### src/rtl/mash_combiner_if.sv
// mash_combiner_if: sample bus between a MASH modulator front end and the
// noise-cancellation combiner.
//   in_valid    : s1/s2/s3 carry a new modulator sample this cycle
//   s1, s2, s3  : ternary stage signs (2's complement, -1/0/+1)
//   mode        : 00 off, 01 MASH-1, 10 MASH-1-1, 11 MASH-1-1-1
//   y           : noise-cancelled multi-level output (signed, OUT_W bits)
//   y_valid     : y holds a valid sample
//   err_illegal : sticky flag for an accepted 2'b10 code on a used input
// master = sample source, slave = combiner.
interface mash_combiner_if #(
  parameter int OUT_W = 4
);
  logic                    in_valid;
  logic [1:0]              s1;
  logic [1:0]              s2;
  logic [1:0]              s3;
  logic [1:0]              mode;
  logic signed [OUT_W-1:0] y;
  logic                    y_valid;
  logic                    err_illegal;

  modport master (
    output in_valid, s1, s2, s3, mode,
    input  y, y_valid, err_illegal
  );

  modport slave (
    input  in_valid, s1, s2, s3, mode,
    output y, y_valid, err_illegal
  );
endinterface

### src/rtl/mash_combiner.sv
// mash_combiner: digital noise-cancellation network for a 1/2/3-stage MASH
// modulator. Aligns the stage outputs with their z^-1/z^-2 history and sums
// the differentiated terms into a signed multi-level output.
//   clk : system clock, rising edge
//   rst : asynchronous, active-low reset
//   bus : mash_combiner_if.slave (in_valid, s1..s3, mode -> y, y_valid,
//         err_illegal)
module mash_combiner #(
  parameter int OUT_W = 4
) (
  input logic            clk,
  input logic            rst,
  mash_combiner_if.slave bus
);

  typedef enum logic [1:0] {
    MODE_OFF = 2'b00,
    MASH_1   = 2'b01,
    MASH_11  = 2'b10,
    MASH_111 = 2'b11
  } mode_e;

  mode_e                   mode_q, mode_n, mode_in;
  logic [1:0]              s1_d1, s1_d2, s2_d1, s2_d2, s3_d1, s3_d2;
  logic [1:0]              s1_d1_n, s1_d2_n, s2_d1_n, s2_d2_n, s3_d1_n, s3_d2_n;
  logic [1:0]              wu, wu_n, wu_need;
  logic signed [OUT_W-1:0] y_q, y_n, y_calc;
  logic                    yv_q, yv_n;
  logic                    err_q, err_n, illegal;

  function automatic logic signed [OUT_W-1:0] sext(input logic [1:0] v);
    return {{(OUT_W-2){v[1]}}, v};
  endfunction

  assign mode_in = mode_e'(bus.mode);

  // Combiner arithmetic and per-mode warm-up depth / input usage.
  always_comb begin
    y_calc  = '0;
    wu_need = 2'd0;
    illegal = 1'b0;
    case (mode_q)
      MASH_1: begin
        y_calc  = sext(bus.s1);
        illegal = (bus.s1 == 2'b10);
      end
      MASH_11: begin
        y_calc  = sext(s1_d1) + sext(bus.s2) - sext(s2_d1);
        wu_need = 2'd1;
        illegal = (bus.s1 == 2'b10) || (bus.s2 == 2'b10);
      end
      MASH_111: begin
        y_calc  = sext(s1_d2) + sext(s2_d1) - sext(s2_d2)
                + sext(bus.s3) - (sext(s3_d1) <<< 1) + sext(s3_d2);
        wu_need = 2'd2;
        illegal = (bus.s1 == 2'b10) || (bus.s2 == 2'b10) || (bus.s3 == 2'b10);
      end
      default: ;
    endcase
  end

  // A mode change flushes and wins over any sample offered in the same cycle.
  always_comb begin
    mode_n  = mode_q;
    s1_d1_n = s1_d1;
    s1_d2_n = s1_d2;
    s2_d1_n = s2_d1;
    s2_d2_n = s2_d2;
    s3_d1_n = s3_d1;
    s3_d2_n = s3_d2;
    wu_n    = wu;
    y_n     = y_q;
    yv_n    = 1'b0;
    err_n   = err_q;
    if (mode_in != mode_q) begin
      mode_n  = mode_in;
      s1_d1_n = '0;
      s1_d2_n = '0;
      s2_d1_n = '0;
      s2_d2_n = '0;
      s3_d1_n = '0;
      s3_d2_n = '0;
      wu_n    = '0;
      y_n     = '0;
    end else if (bus.in_valid) begin
      s1_d1_n = bus.s1;
      s1_d2_n = s1_d1;
      s2_d1_n = bus.s2;
      s2_d2_n = s2_d1;
      s3_d1_n = bus.s3;
      s3_d2_n = s3_d1;
      wu_n    = (wu == 2'd2) ? 2'd2 : wu + 2'd1;
      if (mode_q != MODE_OFF && wu >= wu_need) begin
        yv_n = 1'b1;
        y_n  = y_calc;
      end
      if (illegal) err_n = 1'b1;
    end
  end

  always_ff @(posedge clk or negedge rst) begin
    if (!rst) begin
      mode_q <= MODE_OFF;
      s1_d1  <= '0;
      s1_d2  <= '0;
      s2_d1  <= '0;
      s2_d2  <= '0;
      s3_d1  <= '0;
      s3_d2  <= '0;
      wu     <= '0;
      y_q    <= '0;
      yv_q   <= 1'b0;
      err_q  <= 1'b0;
    end else begin
      mode_q <= mode_n;
      s1_d1  <= s1_d1_n;
      s1_d2  <= s1_d2_n;
      s2_d1  <= s2_d1_n;
      s2_d2  <= s2_d2_n;
      s3_d1  <= s3_d1_n;
      s3_d2  <= s3_d2_n;
      wu     <= wu_n;
      y_q    <= y_n;
      yv_q   <= yv_n;
      err_q  <= err_n;
    end
  end

  assign bus.y           = y_q;
  assign bus.y_valid     = yv_q;
  assign bus.err_illegal = err_q;

endmodule

### src/flat_wrapper.sv
// flat-port wrapper written by rule: the top's interface ports become plain ports
module mash_combiner_flat 
#(
  parameter int OUT_W = 4
)
  (clk, rst, bus_in_valid, bus_s1, bus_s2, bus_s3, bus_mode, bus_y, bus_y_valid, bus_err_illegal);
  mash_combiner_if #(.OUT_W(OUT_W)) bus_i ();
  input logic clk;
  input logic rst;
  input wire logic [$bits(bus_i.in_valid)-1:0] bus_in_valid;
  input wire logic [$bits(bus_i.s1)-1:0] bus_s1;
  input wire logic [$bits(bus_i.s2)-1:0] bus_s2;
  input wire logic [$bits(bus_i.s3)-1:0] bus_s3;
  input wire logic [$bits(bus_i.mode)-1:0] bus_mode;
  output wire logic [$bits(bus_i.y)-1:0] bus_y;
  output wire logic [$bits(bus_i.y_valid)-1:0] bus_y_valid;
  output wire logic [$bits(bus_i.err_illegal)-1:0] bus_err_illegal;
  assign bus_i.in_valid = bus_in_valid;
  assign bus_i.s1 = bus_s1;
  assign bus_i.s2 = bus_s2;
  assign bus_i.s3 = bus_s3;
  assign bus_i.mode = bus_mode;
  assign bus_y = bus_i.y;
  assign bus_y_valid = bus_i.y_valid;
  assign bus_err_illegal = bus_i.err_illegal;
  mash_combiner #(.OUT_W(OUT_W)) u_core (.clk(clk), .rst(rst), .bus(bus_i));
endmodule
### config.mk
export PLATFORM = sky130hd
export DESIGN_NAME = mash_combiner_flat
export DESIGN_NICKNAME = d
export VERILOG_FILES = /design/src/rtl/mash_combiner_if.sv /design/src/rtl/mash_combiner.sv /design/src/flat_wrapper.sv
export SDC_FILE = /design/constraint.sdc
export NUM_CORES = 1
export LEC_CHECK = 0
export ABC_AREA = 1
export CELL_PAD_IN_SITES_DETAIL_PLACEMENT = 0
export CELL_PAD_IN_SITES_GLOBAL_PLACEMENT = 2
export CORE_ASPECT_RATIO = 2
export CORE_UTILIZATION = 37
export CTS_CLUSTER_DIAMETER = 50
export DETAILED_ROUTE_END_ITERATION = 10
export GPL_ROUTABILITY_DRIVEN = 0
export GPL_TIMING_DRIVEN = 0
export PLACE_DENSITY = 0.8
export RECOVER_POWER = 50
export SETUP_SLACK_MARGIN = 0.5
export SLEW_MARGIN = 20
export SYNTH_ARGS = -nofsm -noshare
export SYNTH_HDL_FRONTEND = slang
export SYNTH_SLANG_ARGS = --single-unit
### constraint.sdc
create_clock -name clk -period 7.2 [get_ports clk]
set_clock_uncertainty 0.15 [all_clocks]
set_input_delay 1.08 -clock clk [delete_from_list [all_inputs] [get_ports clk]]
set_output_delay 1.08 -clock clk [all_outputs]
set_load 0.005 [all_outputs]
== Word-level counts from Yosys, hierarchy flattened ==
Index checks and enable logic that the tools add are counted.
Word-level totals
  register bits: 22
  input port bits: 11
  output and inout port bits: 6
  logic and storage cells: 61
Operators by class
  $add $sub $neg: 8
  magnitude comparators: 1
  eq/ne operators: 8
  multiplexer cells: 24
  bitwise logic cells: 1
  reductions and logical operators: 8
Operator list (count)
  2-bit 2-to-1 mux: 15
  2-bit equality test (second input constant): 6
  4-bit 2-to-1 mux: 3
  4-bit case mux with 3 select lines: 1
  4-bit by 2-bit adder with 4-bit output: 2
  3-bit by 2-bit subtractor with 4-bit output: 2
  2-bit by 2-bit adder with 3-bit output: 2
  2-bit nonzero test: 3
  2-bit case mux with 2 select lines: 1
  4-bit by 3-bit subtractor with 4-bit output: 1
  1-bit 2-to-1 mux: 3
  1-bit case mux with 3 select lines: 1
  3-bit AND reduction: 1
  2-bit by 1-bit adder with 2-bit output (second input constant): 1
  2-bit by 1-bit equality test with 1-bit output (second input constant): 1
  2-bit greater-or-equal comparator: 1
  1-bit logical OR: 2
  2-bit != test: 1
  2-bit AND reduction: 1
  1-bit logical AND: 1
  1-bit inverter: 1

== Logic depth before layout (Yosys ltp) ==
Gate-level depths: netlist of run 1.
  depth after elaboration: 9
  mapped depth: 18
  depth with buffers taken out: 18

== Least setup slack after synthesis of run 1 ==
No wires, ideal clock.
  path kind: in2reg
  from: in bus_s3[1]
  to: reg u_core.y_q[3] (netlist: u_core.bus.y[3])
  setup time: 0.116 ns
  data arrival time: 3.699 ns
  required time: 6.934 ns
  path slack: 3.235 ns
  stages: 15
  path through: inv_1 > fa_1 > fa_1 > fa_1 > fa_1 > inv_1 > nand2_1 > nand2_1 > nand2_1 > nand2_1 > nand2_1 > nand3_1 > nand2_1 > nand2_1 > nand2_1
On the way
  longest elaborated chain between the ends: 7
Ends and longest elaborated chain
  start: declaration: line flat_wrapper.sv:13  | input wire logic [$bits(bus_i.s3)-1:0] bus_s3;
  4-bit by 2-bit adder with 4-bit output: line mash_combiner.sv:54  | + sext(bus.s3) - (sext(s3_d1) <<< 1) + sext(s3_d2);
  4-bit by 3-bit subtractor with 4-bit output: line mash_combiner.sv:54
  4-bit by 2-bit adder with 4-bit output: line mash_combiner.sv:54
  4-bit case mux with 3 select lines: line mash_combiner.sv:42  | case (mode_q)
  4-bit 2-to-1 mux: line mash_combiner.sv:93  | if (mode_q != MODE_OFF && wu >= wu_need) begin
  4-bit 2-to-1 mux: line mash_combiner.sv:85  | end else if (bus.in_valid) begin
  4-bit 2-to-1 mux: line mash_combiner.sv:75  | if (mode_in != mode_q) begin
  end signal: assignment: line mash_combiner.sv:123  | y_q <= y_n;
  end: declaration: line mash_combiner.sv:27  | logic signed [OUT_W-1:0] y_q, y_n, y_calc;
Every way passes these cells. The select of a mux whose other input is x is not followed.
A chain may end at the register's enable or synchronous reset.

== Worst setup path after layout of run 1 ==
Ends and elaborated chain as after synthesis.

==> results of run 1 <==
per-layer routing:
metal / track usage (%) / routed length, um / vias up
li1: - / - / 600
met1: 17.5 / 1260 / 589
met2: 36.4 / 2100 / 26
met3: 1.61 / 75 / 8
met4: 7.60 / 91 / 0
met5: 0 / 0 / -
power breakdown:
| group | internal (mW) | total (mW) | switching [mW] |
|---|---|---|---|
| Combinational | 0.0399 | 0.0904 | 0.0505 |
| Clock | 0.0743 | 0.117 | 0.0423 |
| Sequential | 0.129 | 0.133 | 0.00388 |
through the flow:
| step | cell area (sq um) | setup slack (ns) | utilization [%] |
|---|---|---|---|
| final | 1890 | 2.76 | 45.7 |
| after global routing | 1890 | 2.57 | 45.7 |
| after CTS | 1900 | 2.75 | 45.9 |
| after detailed placement | 1830 | 2.47 | 44.2 |
| after global placement | 1830 | 2.53 | 44.2 |
| after floorplan | 1600 | 3.23 | - |
Yosys cell counts (2+ instances only):
library cell	n
sky130_fd_sc_hd__xnor2_1	3
sky130_fd_sc_hd__o21ai_0	7
sky130_fd_sc_hd__dfrtp_1	22
sky130_fd_sc_hd__nand2_1	47
sky130_fd_sc_hd__or2_2	2
sky130_fd_sc_hd__o22ai_2	10
sky130_fd_sc_hd__nand3_1	11
sky130_fd_sc_hd__ha_1	11
sky130_fd_sc_hd__nor2_1	4
sky130_fd_sc_hd__fa_1	11
sky130_fd_sc_hd__clkbuf_1	2
sky130_fd_sc_hd__inv_1	42
cells by family (layout without fill, tap and decap cells):
kind of cell | count (synthesis) | in the layout | share of synthesized area, %
AO/OA/AOI/OAI | 22 | 22 | 12.2
XOR/XNOR | 3 | 3 | 1.64
adder cells (fa/ha/maj) | 22 | 22 | 22.4
buffers and inverters | 46 | 66 | 11.9
flip-flops | 22 | 22 | 34.4
AND/OR/NAND/NOR | 67 | 67 | 17.5
worst min path at each step:
stage | end | depth (start not counted)
floorplan | u_core.bus.err_illegal | 1
global placement | u_core.bus.err_illegal | 1
detailed placement | u_core.bus.err_illegal | 1
CTS | u_core.bus.err_illegal | 1
global route | u_core.bus.err_illegal | 1
finish | u_core.bus.err_illegal | 1
final cells by class:
class / instances / area [sq um] / share of cell area, %
repair buffers: 16 / 154 / 8.15
flip-flops and latches: 22 / 551 / 29.2
multi-input cells: 114 / 857 / 45.4
plain buffers: 4 / 32.5 / 1.72
well taps: 52 / 65.1 / 3.45
clock inverters: 1 / 30.0 / 1.59
inverters: 42 / 158 / 8.35
clock buffers: 3 / 41.3 / 2.19
state kept, by name (all words and copies together) (netlist names):
register                count
u_core.bus.y                4
u_core.mode_q               2
u_core.s3_d2                2
u_core.s3_d1                2
u_core.wu                   2
u_core.s2_d1                2
u_core.s1_d1                2
u_core.bus.y_valid          1
u_core.s1_d2                2
u_core.bus.err_illegal      1
u_core.s2_d2                2
==> results, run 1 <==
- The aggregate global routing overflow is 0.
- Dividing the detail-routed via count by the number of cells gives 4.81.
- The count of unresolved DRC violations after routing is 0.
- The cell count along the critical path is 14.
- Counting flops and latches in the post-synthesis netlist gives 22.
- The number of cells on the worst reg-to-reg path is 16.
- The clock transition at the registers of the reported paths is 0.09 ns.
- The number of clock sinks is 22.
- The cts-stage hold buffer count is 0.
- The count of TritonRoute iterations in the first routing pass is 5.
- The worst setup path is launched from an input port.
- After legalization and detailed placement, the total HPWL measured just under 3000 um.
- The initial utilization of the core area, before any placement, comes to between 30 and 40%.
- Of the post-synthesis cell area, the dominant cell type holds 34.4%.
- The largest total area in the synthesized netlist belongs to sky130_fd_sc_hd__dfrtp_1.
- Following the worst setup path forward leads to its endpoint at u_core.bus.y[3].
- The number of placed instances with taps included is 250.
- The flow ran to the end, and the final reports show no timing, DRC or antenna violations.
- At the later pin of the worst-skew pair, clock insertion delay measures around 0.26 ns.
- The largest single stage delay on the critical path is between 0.5 and 0.6 ns.
- The synthesized area divided by synthesized cell count is 8.79 sq um.
- Sorting the synthesized cells by area gives the leading types as sky130_fd_sc_hd__dfrtp_1, sky130_fd_sc_hd__fa_1, sky130_fd_sc_hd__nand2_1.
- For this run, asynchronously set or reset flops after synthesis account for between 90% and 100%.
- The total power of the final layout is around 0.34 mW.
- VDD sags by at most ~110 uV.
- The average wire per cell in the routed design is roughly 14 um.
- The worst path arrival time is about 4.5 ns.
- Detailed routing inserted a total of 1223 vias.
- The first-pass GRT wire length is about 6000 um.
- The boundary pin count is 17.
- TritonCTS created 3 clock buffers.
- Entering global routing, the biggest net connects 23 pins.
- The startpoint of the most critical hold path is u_core.bus.err_illegal.
- The antenna diode count is 0.
- The Yosys step of the flow raised 0 warnings.
- The number of distinct library cells after synthesis is 22.
- The share of the Yosys chip area taken by registers is 34.4%.
- Leaving out fill and tap cells, the most frequent cells in the layout are sky130_fd_sc_hd__nand2_1, sky130_fd_sc_hd__inv_1, sky130_fd_sc_hd__dfrtp_1, sky130_fd_sc_hd__clkdlybuf4s50_1.
- The endpoint kind of the worst setup timing path is a flip-flop.
- The post-route non-filler standard cell count is 254.
- The antenna violation net count after detailed routing is 0.
- The number of max-slew violations in the final report is 0.
- Counting both buffers and inverters, the worst setup path holds a total of 2.
- The worst max-slew margin expressed relative to the limit is around a fifth.
- The final cycle utilization of the critical path is between 60% and 70%.
- The setup-violating endpoint count in the final report is 0.
- The total of max-cap violations is 0.
- The synthesis-to-layout area growth is 18.0%.
- Counting the fill cells in the layout gives 417.
- The commonest register cell after synthesis is sky130_fd_sc_hd__dfrtp_1.
- The floorplan step set the die width to 48.5 um.
- The startpoint of the most critical setup path is bus_s3[1].
- The net count after synthesis is 215.
- The path class of the tightest hold or removal check is reg -> reg.
- The library cell used most frequently in the layout, excluding fill and tap cells, is sky130_fd_sc_hd__nand2_1.
- The wire length after detailed routing is around 3500 um.
- The achievable frequency is 225 MHz.
- The cell area power density is around 180 nW/um^2.
- Counting I/O delays and the setup requirement, the final critical path takes between 4 and 5 ns.
- The tightest hold path in the finished design has a slack of approximately 0.31 ns.
- The via count of the first global-routing pass came to about 1.3k.
- Among all stages on the critical path, the largest delay is contributed by sky130_fd_sc_hd__fa_1.
- The number of H-tree levels is 1.
- The die area is 4610 sq um.
- In this run the critical register-to-register path is launched from u_core.s2_d1[1].
- The actual transition at the worst max-transition pin is about 1.2 ns.
- The required time at the worst-slack endpoint is 7.21 ns.
- In this run, synthesis inferred 0 flip-flops with an integrated enable.
- The highest fanout seen on the critical path is 3.
- By startpoint and endpoint, the worst setup path is classified as in -> reg.
- Summed over all cells, the static leakage comes to about 0.9 nW.
- The clock passes through at most 2 buffers.
- The number of DRC violations after detailed-routing iteration 0 is 26.
- The most frequent cell on the critical path is sky130_fd_sc_hd__nand2_1.
- The final number of hold-violating endpoints is 0.
- Setup total negative slack on the finished layout was measured at 0 ns.
- Global routing used approximately 18% of the available tracks across all layers.
- The final-stage net count is 236.
- The number of gates resized after CTS was 0.
- The number of antenna violations at the first check in global routing was 0.
- After floorplanning, the core was divided into 33 placement rows.
- The chip height is between 90 and 100 um.
- The worst reg2reg path endpoint is u_core.bus.y[3].
- After synthesis the cells add up to between 1500 and 2000 sq um.
- In this run the tool buffered the top-level ports with 16 buffer cells.
- The number of instances in the synthesized netlist is ~180.
- Walking the worst path, the cells encountered are clkdlybuf4s50_1 -> inv_1 -> fa_1 -> fa_1 -> fa_1 -> fa_1 -> xnor2_1 -> nand2_1 -> nand2_1 -> nand2_1 -> nand3_1 -> nand2_1 -> nand2_1 -> nand2_1.
- TritonCTS built the clock tree.
- The setup fix buffers added after clock tree synthesis is 0.
- Broken down by cell family, the worst path's largest delay share belongs to adder cells.
- The fraction of layout cells with a size suffix above 1 is approximately a tenth.
- Setup repair after global routing left no endpoint under its margin.
- The master cell of the clock root buffer is sky130_fd_sc_hd__clkbuf_8.
- The slack of the worst reg-to-reg path is around 3.5 ns.
- The core area is between 4000 and 5000 sq um.
No activity file was read; power rests on OpenSTA's default activity.
==> run 2: changes to the inputs <==
--- a/config.mk
+++ b/config.mk
@@ -9,12 +9,12 @@
 export CELL_PAD_IN_SITES_DETAIL_PLACEMENT = 0
 export CELL_PAD_IN_SITES_GLOBAL_PLACEMENT = 2
 export CORE_ASPECT_RATIO = 2
-export CORE_UTILIZATION = 37
+export CORE_UTILIZATION = 31
 export CTS_CLUSTER_DIAMETER = 50
 export DETAILED_ROUTE_END_ITERATION = 10
 export GPL_ROUTABILITY_DRIVEN = 0
 export GPL_TIMING_DRIVEN = 0
-export PLACE_DENSITY = 0.8
+export PLACE_DENSITY = 0.71
 export RECOVER_POWER = 50
 export SETUP_SLACK_MARGIN = 0.5
 export SLEW_MARGIN = 20
==> constraint.sdc (replaced) <==
create_clock -name clk -period 4 [get_ports clk]
set_clock_uncertainty 0.15 [all_clocks]
set_input_delay 0.6 -clock clk [delete_from_list [all_inputs] [get_ports clk]]
set_output_delay 0.6 -clock clk [all_outputs]
set_load 0.005 [all_outputs]
==> run 2 against run 1 <==
Die area increased by 19%. Power is 69% higher. Combinational power increased by 87%. Routed wire length fell by 3.5%. Register-to-register slack worse by 3.0 ns. Via count fell by 1.4%. Worst setup slack worse by 2.3 ns. Clock power rose by 43%. Non-clock buffer count rose by 5. Final area increased by 2.6%. Sequential share of layout area shrank 0.73 points. Clock-buffer cell count rose by 1. Highest routed layer unchanged.
==> results, run 2 (same netlist as run 1, synthesis figures left out) <==
- The wire length after detailed routing is 3410 um (was 3530 um).
- The global-route total usage across every layer is 14.8% (was 17.7%).
- The final number of hold-violating endpoints is 0 (unchanged).
- The maximum buffer depth of the clock tree came to 2 (unchanged).
- The final-stage net count is 241 (was 236).
- The boundary pin count came to 17 (unchanged).
- The number of clock sinks is 22 (unchanged).
- The via count of the routed design is 1206 (was 1223).
- Outcome: finished, final reports clean (unchanged).
- The multi-input logic area is 872 sq um (was 857 sq um).
- The slowest cell on the critical path is sky130_fd_sc_hd__fa_1 (unchanged).
- The required time at the worst-slack endpoint is 4.01 ns (was 7.21 ns).
- The initial core utilization is 32.6% (was 38.8%).
- The number of buffers inserted during clock tree synthesis is 3 (unchanged).
- The number of max-slew violations in the final report came to 0 (unchanged).
- The smallest clock period supported by the final layout is computed as roughly 3.5 ns.
- The core area came to 4910 sq um (was 4130 sq um).
- The cts-stage hold buffer count is 0 (unchanged).
- The count of unresolved DRC violations after routing is 0 (unchanged).
- The total power of the final layout is 0.575 mW (was 0.340 mW).
- The highest ir drop seen on vdd was 187 uV (was 112 uV).
- The number of antenna violations at the first check in global routing is 0 (unchanged).
- The final instance area is 1940 sq um (was 1890 sq um).
- The kind of launch point of the worst setup path is a flip-flop (was input port).
- The via count of the first global-routing pass is 1343 (was 1327).
- The die area was 5470 sq um (was 4610 sq um).
- The path type of the worst setup path was reg -> reg (was in -> reg).
- The leakage power is 0.944 nW (was 0.928 nW).
- The horizontal die dimension is 52.8 um (was 48.5 um).
- The total number of placement rows is 36 (was 33).
- The ratio of routed vias to standard cells is 4.57 (was 4.81).
- Most used cells in the layout excluding fill and tap cells: sky130_fd_sc_hd__nand2_1, sky130_fd_sc_hd__inv_1, sky130_fd_sc_hd__dfrtp_1, sky130_fd_sc_hd__clkdlybuf4s50_1 (unchanged).
- The fraction of layout cells with a size suffix above 1 came to 15.9% (was 9.90%).
- The TritonCTS clock tree is built (unchanged).
- The first-pass GRT wire length is 6060 um (was 6040 um).
- The clock transition at the registers of the reported paths is 0.09 ns (about the same).
- Cells along the critical path: fa_1 -> inv_2 -> buf_6 -> buf_6 -> fa_1 -> fa_1 -> fa_2 -> xnor2_1 -> nand2_1 -> nand2_1 -> nand2_1 -> nand3_2 -> nand2_1 -> nand2_1 -> nand2_1 (was clkdlybuf4s50_1 -> inv_1 -> fa_1 -> fa_1 -> fa_1 -> fa_1 -> xnor2_1 -> nand2_1 -> nand2_1 -> nand2_1 -> nand3_1 -> nand2_1 -> nand2_1 -> nand2_1).
- The total of fill cells in the finished design was 522 (was 417).
- The post-route non-filler standard cell count was 264 (was 254).
- The number of placed instances with taps included is 255 (was 250).
- The commonest non-fill, non-tap cell in the layout is sky130_fd_sc_hd__nand2_1 (unchanged).
- The average wire per cell in the routed design is 12.9 um (was 13.9 um).
- The total of max-cap violations is 0 (unchanged).
- The worst-case setup slack after placement is -0.203 ns (was 2.47 ns).
- The endpoint kind of the worst setup timing path is a flip-flop (unchanged).
- The largest stage delay on the critical path is 0.58 ns (was 0.57 ns).
- The antenna diode count is 0 (unchanged).
- The synthesis-to-layout area growth is 21.0% (was 18.0%).
- The setup slack of the critical path after layout is 0.504 ns (was 2.76 ns).
- The placement-stage cell area was 1830 sq um (about the same).
- The largest net degree at the start of global routing is 23 (unchanged).
- The most frequent cell on the critical path is sky130_fd_sc_hd__nand2_1 (unchanged).
- The chip height came to 104 um (was 95.0 um).
- The class of the worst hold path is reg -> reg (unchanged).
- The setup-violating endpoint count in the final report is 0 (unchanged).
- The worst max-slew margin expressed relative to the limit is 16.1% (was 19.3%).
- The cell area power density came to 297 nW/um^2 (was 180 nW/um^2).
- The number of H-tree levels was 1 (unchanged).
- The actual transition at the worst max-transition pin is 1.26 ns (was 1.21 ns).
- The number of flip-flops under the largest register name is 4 (unchanged).
- The area occupied by registers is 551 sq um (unchanged).
- The count of TritonRoute iterations in the first routing pass is 4 (was 5).
- The antenna violation net count after detailed routing is 0 (unchanged).
- The master cell of the clock root buffer was sky130_fd_sc_hd__clkbuf_8 (unchanged).
- The clock latency of the later-clocked register in the worst-skew pair came to 0.27 ns (was 0.26 ns).
- The highest fanout seen on the critical path came to 3 (unchanged).
- The core occupancy in the finished layout is 39.4% (was 45.7%).
- The aggregate global routing overflow came to 0 (unchanged).
- The number of buffers inserted by port buffering came to 16 (unchanged).
- The number of DRC violations after detailed-routing iteration 0 was 15 (was 26).
- RSZ-0062 raised after global routing: yes (was no).
- The HPWL after detailed placement came to 2790 um (was 2940 um).
- The achievable frequency is approximately 290 MHz.
- The worst path arrival time is 3.51 ns (was 4.45 ns).
- The final cycle utilization of the critical path is between 80% and 90%.
==> run 2: power breakdown <==
group | leakage [nW] | total [mW] | switching, mW | internal [mW]
combinational | 0.620 | 0.169 | 0.0915 | 0.0779
sequential | 0.295 | 0.239 | 0.00654 | 0.232
clock | 0.0288 | 0.167 | 0.0789 | 0.0879
total | 0.944 | 0.575 | 0.177 | 0.398
==> run 2: per-layer routing <==
metal	global-route usage [%]	share of wire [%]	vias to the layer above
met3	1.76	2.7	5
met2	27.7	58	21
li1	-	-	606
met4	3.95	1.2	0
met1	16.6	38	574
met5	0	0	-
==> run 2: stage by stage <==
stage / hold slack (ns) / TNS [ns]
2_1_floorplan: 0.154 / 0
3_3_place_gp: 0.292 / -0.196
3_5_place_dp: 0.298 / -0.203
4_1_cts: 0.319 / 0
5_1_grt: 0.334 / 0
6_report: 0.317 / 0
==> run 2: repair_timing <==
| action | 4_1_cts | 5_1_grt |
|---|---|---|
| pin swaps | 11 | 12 |
| endpoints found under the setup margin | 2 | 1 |
| buffers inserted | 5 | 0 |
| gates resized for setup | 8 | 3 |
==> run 2: layout make-up <==
| type | instances | share of cell area [%] |
|---|---|---|
| inverter | 42 | 8.14 |
| buffer | 4 | 1.68 |
| multi-input combinational | 114 | 45.0 |
| tap | 57 | 3.68 |
| sequential | 22 | 28.4 |
| clock buffer | 4 | 2.84 |
| timing repair buffer | 21 | 10.2 |
==> run 2: path summary, 6_finish.rpt <==
check	cells past startpoint	from	end	slack (ns)
max	15	u_core.s1_d2[1]	u_core.bus.y[3]	0.50
min	1	u_core.bus.err_illegal	u_core.bus.err_illegal	0.32
max reg2reg	15	u_core.s1_d2[1]	u_core.bus.y[3]	0.50
min reg2reg	1	u_core.bus.err_illegal	u_core.bus.err_illegal	0.32
max in group asynchronous	1	rst	u_core.bus.y[2]	2.53
min in group asynchronous	1	rst	u_core.wu[0]	0.43
==> run 2: worst max-delay path: cells and delay by family, from the launching register on <==
family / cells / cell delay, ns
xor+xnor: 1 / 0.15
buf+inv: 3 / 0.27
fa+ha+maj: 4 / 2.00
flops: 1 / 0.42
simple gates: 7 / 0.40
==> run 3: changes to the inputs <==
--- a/config.mk
+++ b/config.mk
@@ -5,11 +5,10 @@
 export SDC_FILE = /design/constraint.sdc
 export NUM_CORES = 1
 export LEC_CHECK = 0
-export ABC_AREA = 1
 export CELL_PAD_IN_SITES_DETAIL_PLACEMENT = 0
 export CELL_PAD_IN_SITES_GLOBAL_PLACEMENT = 2
 export CORE_ASPECT_RATIO = 2
-export CORE_UTILIZATION = 31
+export CORE_UTILIZATION = 33
 export CTS_CLUSTER_DIAMETER = 50
 export DETAILED_ROUTE_END_ITERATION = 10
 export GPL_ROUTABILITY_DRIVEN = 0
==> run 3 against run 2 <==
Synthesized area shrank 2.7%. Register-to-register slack lost 0.10 ns. Clock power shrank 2%. Largest power group unchanged. Highest routed layer unchanged.
==> results, run 3 <==
- The core area was 4550 sq um (was 4910 sq um).
- The cell area power density is 317 nW/um^2 (was 297 nW/um^2).
- The number of DRC violations after detailed-routing iteration 0 came to 9 (was 15).
- The number of buffer and inverter instances along the worst setup path is 2 (was 3).
- The number of buffers inserted by port buffering is 15 (was 16).
- The commonest register cell after synthesis is sky130_fd_sc_hd__dfrtp_1 (unchanged).
- The wire length on met1 came to 1280 um (was 1310 um).
- The total power of the final layout is 0.587 mW (was 0.575 mW).
- Most used cells in the layout excluding fill and tap cells: sky130_fd_sc_hd__dfrtp_1, sky130_fd_sc_hd__nor2_1, sky130_fd_sc_hd__inv_1, sky130_fd_sc_hd__mux2i_1 (was sky130_fd_sc_hd__nand2_1, sky130_fd_sc_hd__inv_1, sky130_fd_sc_hd__dfrtp_1, sky130_fd_sc_hd__clkdlybuf4s50_1).
- The worst-case reg-to-reg path depth is 12 (was 15).
- The final cycle utilization of the critical path is 90.2% (was 87.4%).
- The count of TritonRoute iterations in the first routing pass is 3 (was 4).
- The clock period minus final worst setup slack is 3.61 ns (was 3.50 ns).
- The final number of hold-violating endpoints is 0 (unchanged).
- The endpoint kind of the worst setup timing path was a flip-flop (unchanged).
- The wire length after detailed routing is 3420 um (was 3410 um).
- The path type of the worst setup path was in -> reg (was reg -> reg).
- The antenna violation net count after detailed routing came to 0 (unchanged).
- The cts-stage hold buffer count came to 0 (unchanged).
- The first-pass GRT wire length is 5560 um (was 6060 um).
- The number of instances in the synthesized netlist came to 143 (was 182).
- The total length of routed met3 wires is 56 um (was 92 um).
- The number of max-slew violations in the final report was 0 (unchanged).
- The number of H-tree levels is 1 (unchanged).
- Top cells by area, synth: sky130_fd_sc_hd__dfrtp_1, sky130_fd_sc_hd__fa_1, sky130_fd_sc_hd__mux2i_1 (was sky130_fd_sc_hd__dfrtp_1, sky130_fd_sc_hd__fa_1, sky130_fd_sc_hd__nand2_1).
- The sequential share of the synthesized area is 35.3% (was 34.4%).
- The total of max-cap violations is 0 (unchanged).
- RSZ-0062 raised after global routing: yes (unchanged).
- The fraction of layout cells with a size suffix above 1 is 12.9% (was 15.9%).
- The number of placed instances with taps included was 213 (was 255).
- The number of clock sinks came to 22 (unchanged).
- The TritonCTS clock tree is built (unchanged).
- The sum of negative setup slack is 0 ns (unchanged).
- The chip height was 99.2 um (was 104 um).
- The met2 wirelength from detailed routing is 2010 um (was 1960 um).
- The post-route non-filler standard cell count is 218 (was 264).
- The average wire per cell in the routed design is 15.7 um (was 12.9 um).
- The final-stage net count came to 197 (was 241).
- The cell type group with the largest total delay on the critical path was adder cells (unchanged).
- The cell count of the worst hold path was 1 (unchanged).
- The async set-or-reset flop fraction in the synthesized netlist is 100% (unchanged).
- The aggregate global routing overflow is 0 (unchanged).
- The area of the mapped netlist is 1560 sq um (was 1600 sq um).
- Outcome: finished, final reports clean (unchanged).
- The synthesis warning total is 0 (unchanged).
- The cell count along the critical path was 10 (was 15).
- The worst max-slew margin expressed relative to the limit is 18.0% (was 16.1%).
- The via count of the first global-routing pass is 1143 (was 1343).
- The number of distinct library cells after synthesis is 34 (was 22).
- The dominant cell by count in the synthesized netlist is sky130_fd_sc_hd__dfrtp_1 (was sky130_fd_sc_hd__nand2_1).
- The cell taking the most area after synthesis is sky130_fd_sc_hd__dfrtp_1 (unchanged).
- The synthesis-to-layout area growth came to 18.7% (was 21.0%).
- Cells along the critical path: clkdlybuf4s15_2 -> inv_2 -> fa_1 -> fa_1 -> fa_1 -> fa_2 -> xnor2_2 -> xnor3_1 -> o221a_1 -> a211oi_2 (was fa_1 -> inv_2 -> buf_6 -> buf_6 -> fa_1 -> fa_1 -> fa_2 -> xnor2_1 -> nand2_1 -> nand2_1 -> nand2_1 -> nand3_2 -> nand2_1 -> nand2_1 -> nand2_1).
- The top layer used by detailed routing was met4 (unchanged).
- The fraction of post-synthesis cell area in the top cell type by area was 35.3% (was 34.4%).
- The clock latency of the later-clocked register in the worst-skew pair is 0.26 ns (was 0.27 ns).
- The worst path arrival time is 3.64 ns (was 3.51 ns).
- The total number of placement rows was 35 (was 36).
- The antenna diode count was 0 (unchanged).
- The via count of the routed design is 1051 (was 1206).
- The leakage power is 0.853 nW (was 0.944 nW).
- Most used standard cells in the synthesized netlist: sky130_fd_sc_hd__dfrtp_1, sky130_fd_sc_hd__inv_1, sky130_fd_sc_hd__nor2_1 (was sky130_fd_sc_hd__nand2_1, sky130_fd_sc_hd__inv_1, sky130_fd_sc_hd__dfrtp_1).
- The most frequent cell on the critical path is sky130_fd_sc_hd__fa_1 (was sky130_fd_sc_hd__nand2_1).
- The core occupancy in the finished layout is 40.6% (was 39.4%).
- The achievable frequency is 277 MHz (was 286 MHz).
- The boundary pin count is 17 (unchanged).
- The die area is 5020 sq um (was 5470 sq um).
- The master cell of the clock root buffer is sky130_fd_sc_hd__clkbuf_8 (unchanged).
- The actual transition at the worst max-transition pin is 1.23 ns (was 1.26 ns).
- The slowest cell on the critical path is sky130_fd_sc_hd__fa_1 (unchanged).
- The class of the worst hold path is reg -> reg (unchanged).
- The HPWL after detailed placement is 2760 um (was 2790 um).
- The net count after synthesis was 176 (was 215).
- The commonest non-fill, non-tap cell in the layout is sky130_fd_sc_hd__dfrtp_1 (was sky130_fd_sc_hd__nand2_1).
- The synthesized area divided by synthesized cell count is 10.9 sq um (was 8.79 sq um).
- The initial core utilization is 34.2% (was 32.6%).
- The count of unresolved DRC violations after routing is 0 (unchanged).
- The number of flip-flops under the largest register name is 4 (unchanged).
- The largest stage delay on the critical path was 0.55 ns (was 0.58 ns).
- The number of enable-type register cells in the synthesized netlist is 0 (unchanged).
- The largest net degree at the start of global routing is 23 (unchanged).
- The horizontal die dimension was 50.6 um (was 52.8 um).
- The setup-violating endpoint count in the final report was 0 (unchanged).
- The maximum buffer depth of the clock tree is 2 (unchanged).
- The number of buffers inserted during clock tree synthesis is 3 (unchanged).
- The placement-stage cell area came to 1780 sq um (was 1830 sq um).
- The highest ir drop seen on vdd came to 229 uV (was 187 uV).
- The global-route total usage across every layer is 15.3% (was 14.8%).
- The final instance area came to 1850 sq um (was 1940 sq um).
- The required time at the worst-slack endpoint is 4.03 ns (was 4.01 ns).
- The ratio of routed vias to standard cells is 4.82 (was 4.57).
- The highest fanout seen on the critical path is 4 (was 3).
- The number of antenna violations at the first check in global routing came to 0 (unchanged).
- The kind of launch point of the worst setup path is an input port (was flip-flop).
- The number of register bits inferred by synthesis is 22 (unchanged).
- The clock transition at the registers of the reported paths was 0.08 ns (was 0.09 ns).
## run 3: cell types whose count changed after synthesis, sizes merged, moves of 3 or more
cell,previous run,this run
a21oi,1,5
buf,1,5
inv,42,18
mux2i,0,14
nand2,48,7
nand2b,0,3
nand3,11,0
nor2,5,16
o21ai,7,3
o22ai,10,0
or2,3,0
## run 3: what timing repair did
item                                    in CTS  in global routing
gates resized for setup                      8                  1
endpoints found under the setup margin       3                  3
pin swaps                                    5                  5
setup buffers                                1                  0
## run 3: path summary, 6_finish.rpt
| path | slack, ns | end | start |
|---|---|---|---|
| max in group asynchronous | 2.47 | u_core.s2_d1[1] | rst |
| hold reg to reg | 0.33 | u_core.bus.err_illegal | u_core.bus.err_illegal |
| min in group asynchronous | 0.42 | u_core.bus.y[1] | rst |
| setup reg to reg | 0.40 | u_core.bus.y[3] | u_core.s3_d2[1] |
| hold / removal | 0.33 | u_core.bus.err_illegal | u_core.bus.err_illegal |
| setup / recovery | 0.39 | u_core.bus.y[3] | bus_s3[1] |
## run 3: metrics by stage
step / setup WS [ns] / hold WS, ns
floorplan: 0.508 / 0.154
global placement: -0.261 / 0.305
detailed placement: -0.257 / 0.306
CTS: 0.321 / 0.332
global route: 0.242 / 0.341
finish: 0.391 / 0.326
## run 3: per-layer routing
| layer | vias to the layer above | track usage (%) |
|---|---|---|
| met5 | - | 0 |
| met4 | 0 | 7.91 |
| met3 | 4 | 1.53 |
| met2 | 12 | 28.4 |
| met1 | 521 | 16.4 |
| li1 | 514 | - |
## run 3: report_power, final
part	switching [mW]	internal [mW]
logic	0.0915	0.0917
registers	0.00830	0.233
clock network	0.0750	0.0877
total	0.175	0.412
## run 3: cell type report
cell class	instances	area, sq um
well taps	55	68.8
fillers	486	2710
inverters	18	67.6
clock buffers	4	55.1
multi-input cells	96	916
repair buffers	16	151
plain buffers	7	38.8
flip-flops and latches	22	552
## run 3: cells by family (layout without fill, tap and decap cells)
logic type / count (synthesis) / count (layout) / synth area share (%)
AO/OA/AOI/OAI: 19 / 19 / 8.84
XOR/XNOR: 7 / 7 / 6.18
adder cells (fa/ha/maj): 22 / 22 / 23.0
buffers and inverters: 25 / 45 / 6.83
flip-flops: 22 / 22 / 35.3
multiplexers: 16 / 16 / 10.4
AND/OR/NAND/NOR: 32 / 32 / 9.40
## run 3: worst reg2reg max path, stage by stage, from the launching register on
cell	delay, ns
sky130_fd_sc_hd__dfrtp_1	0.41
sky130_fd_sc_hd__fa_1	0.58
sky130_fd_sc_hd__inv_2	0.06
sky130_fd_sc_hd__fa_1	0.50
sky130_fd_sc_hd__fa_1	0.41
sky130_fd_sc_hd__inv_1	0.07
sky130_fd_sc_hd__ha_2	0.16
sky130_fd_sc_hd__inv_2	0.03
sky130_fd_sc_hd__fa_2	0.34
sky130_fd_sc_hd__xnor2_2	0.16
sky130_fd_sc_hd__xnor3_1	0.24
sky130_fd_sc_hd__o221a_1	0.25
sky130_fd_sc_hd__a211oi_2	0.17
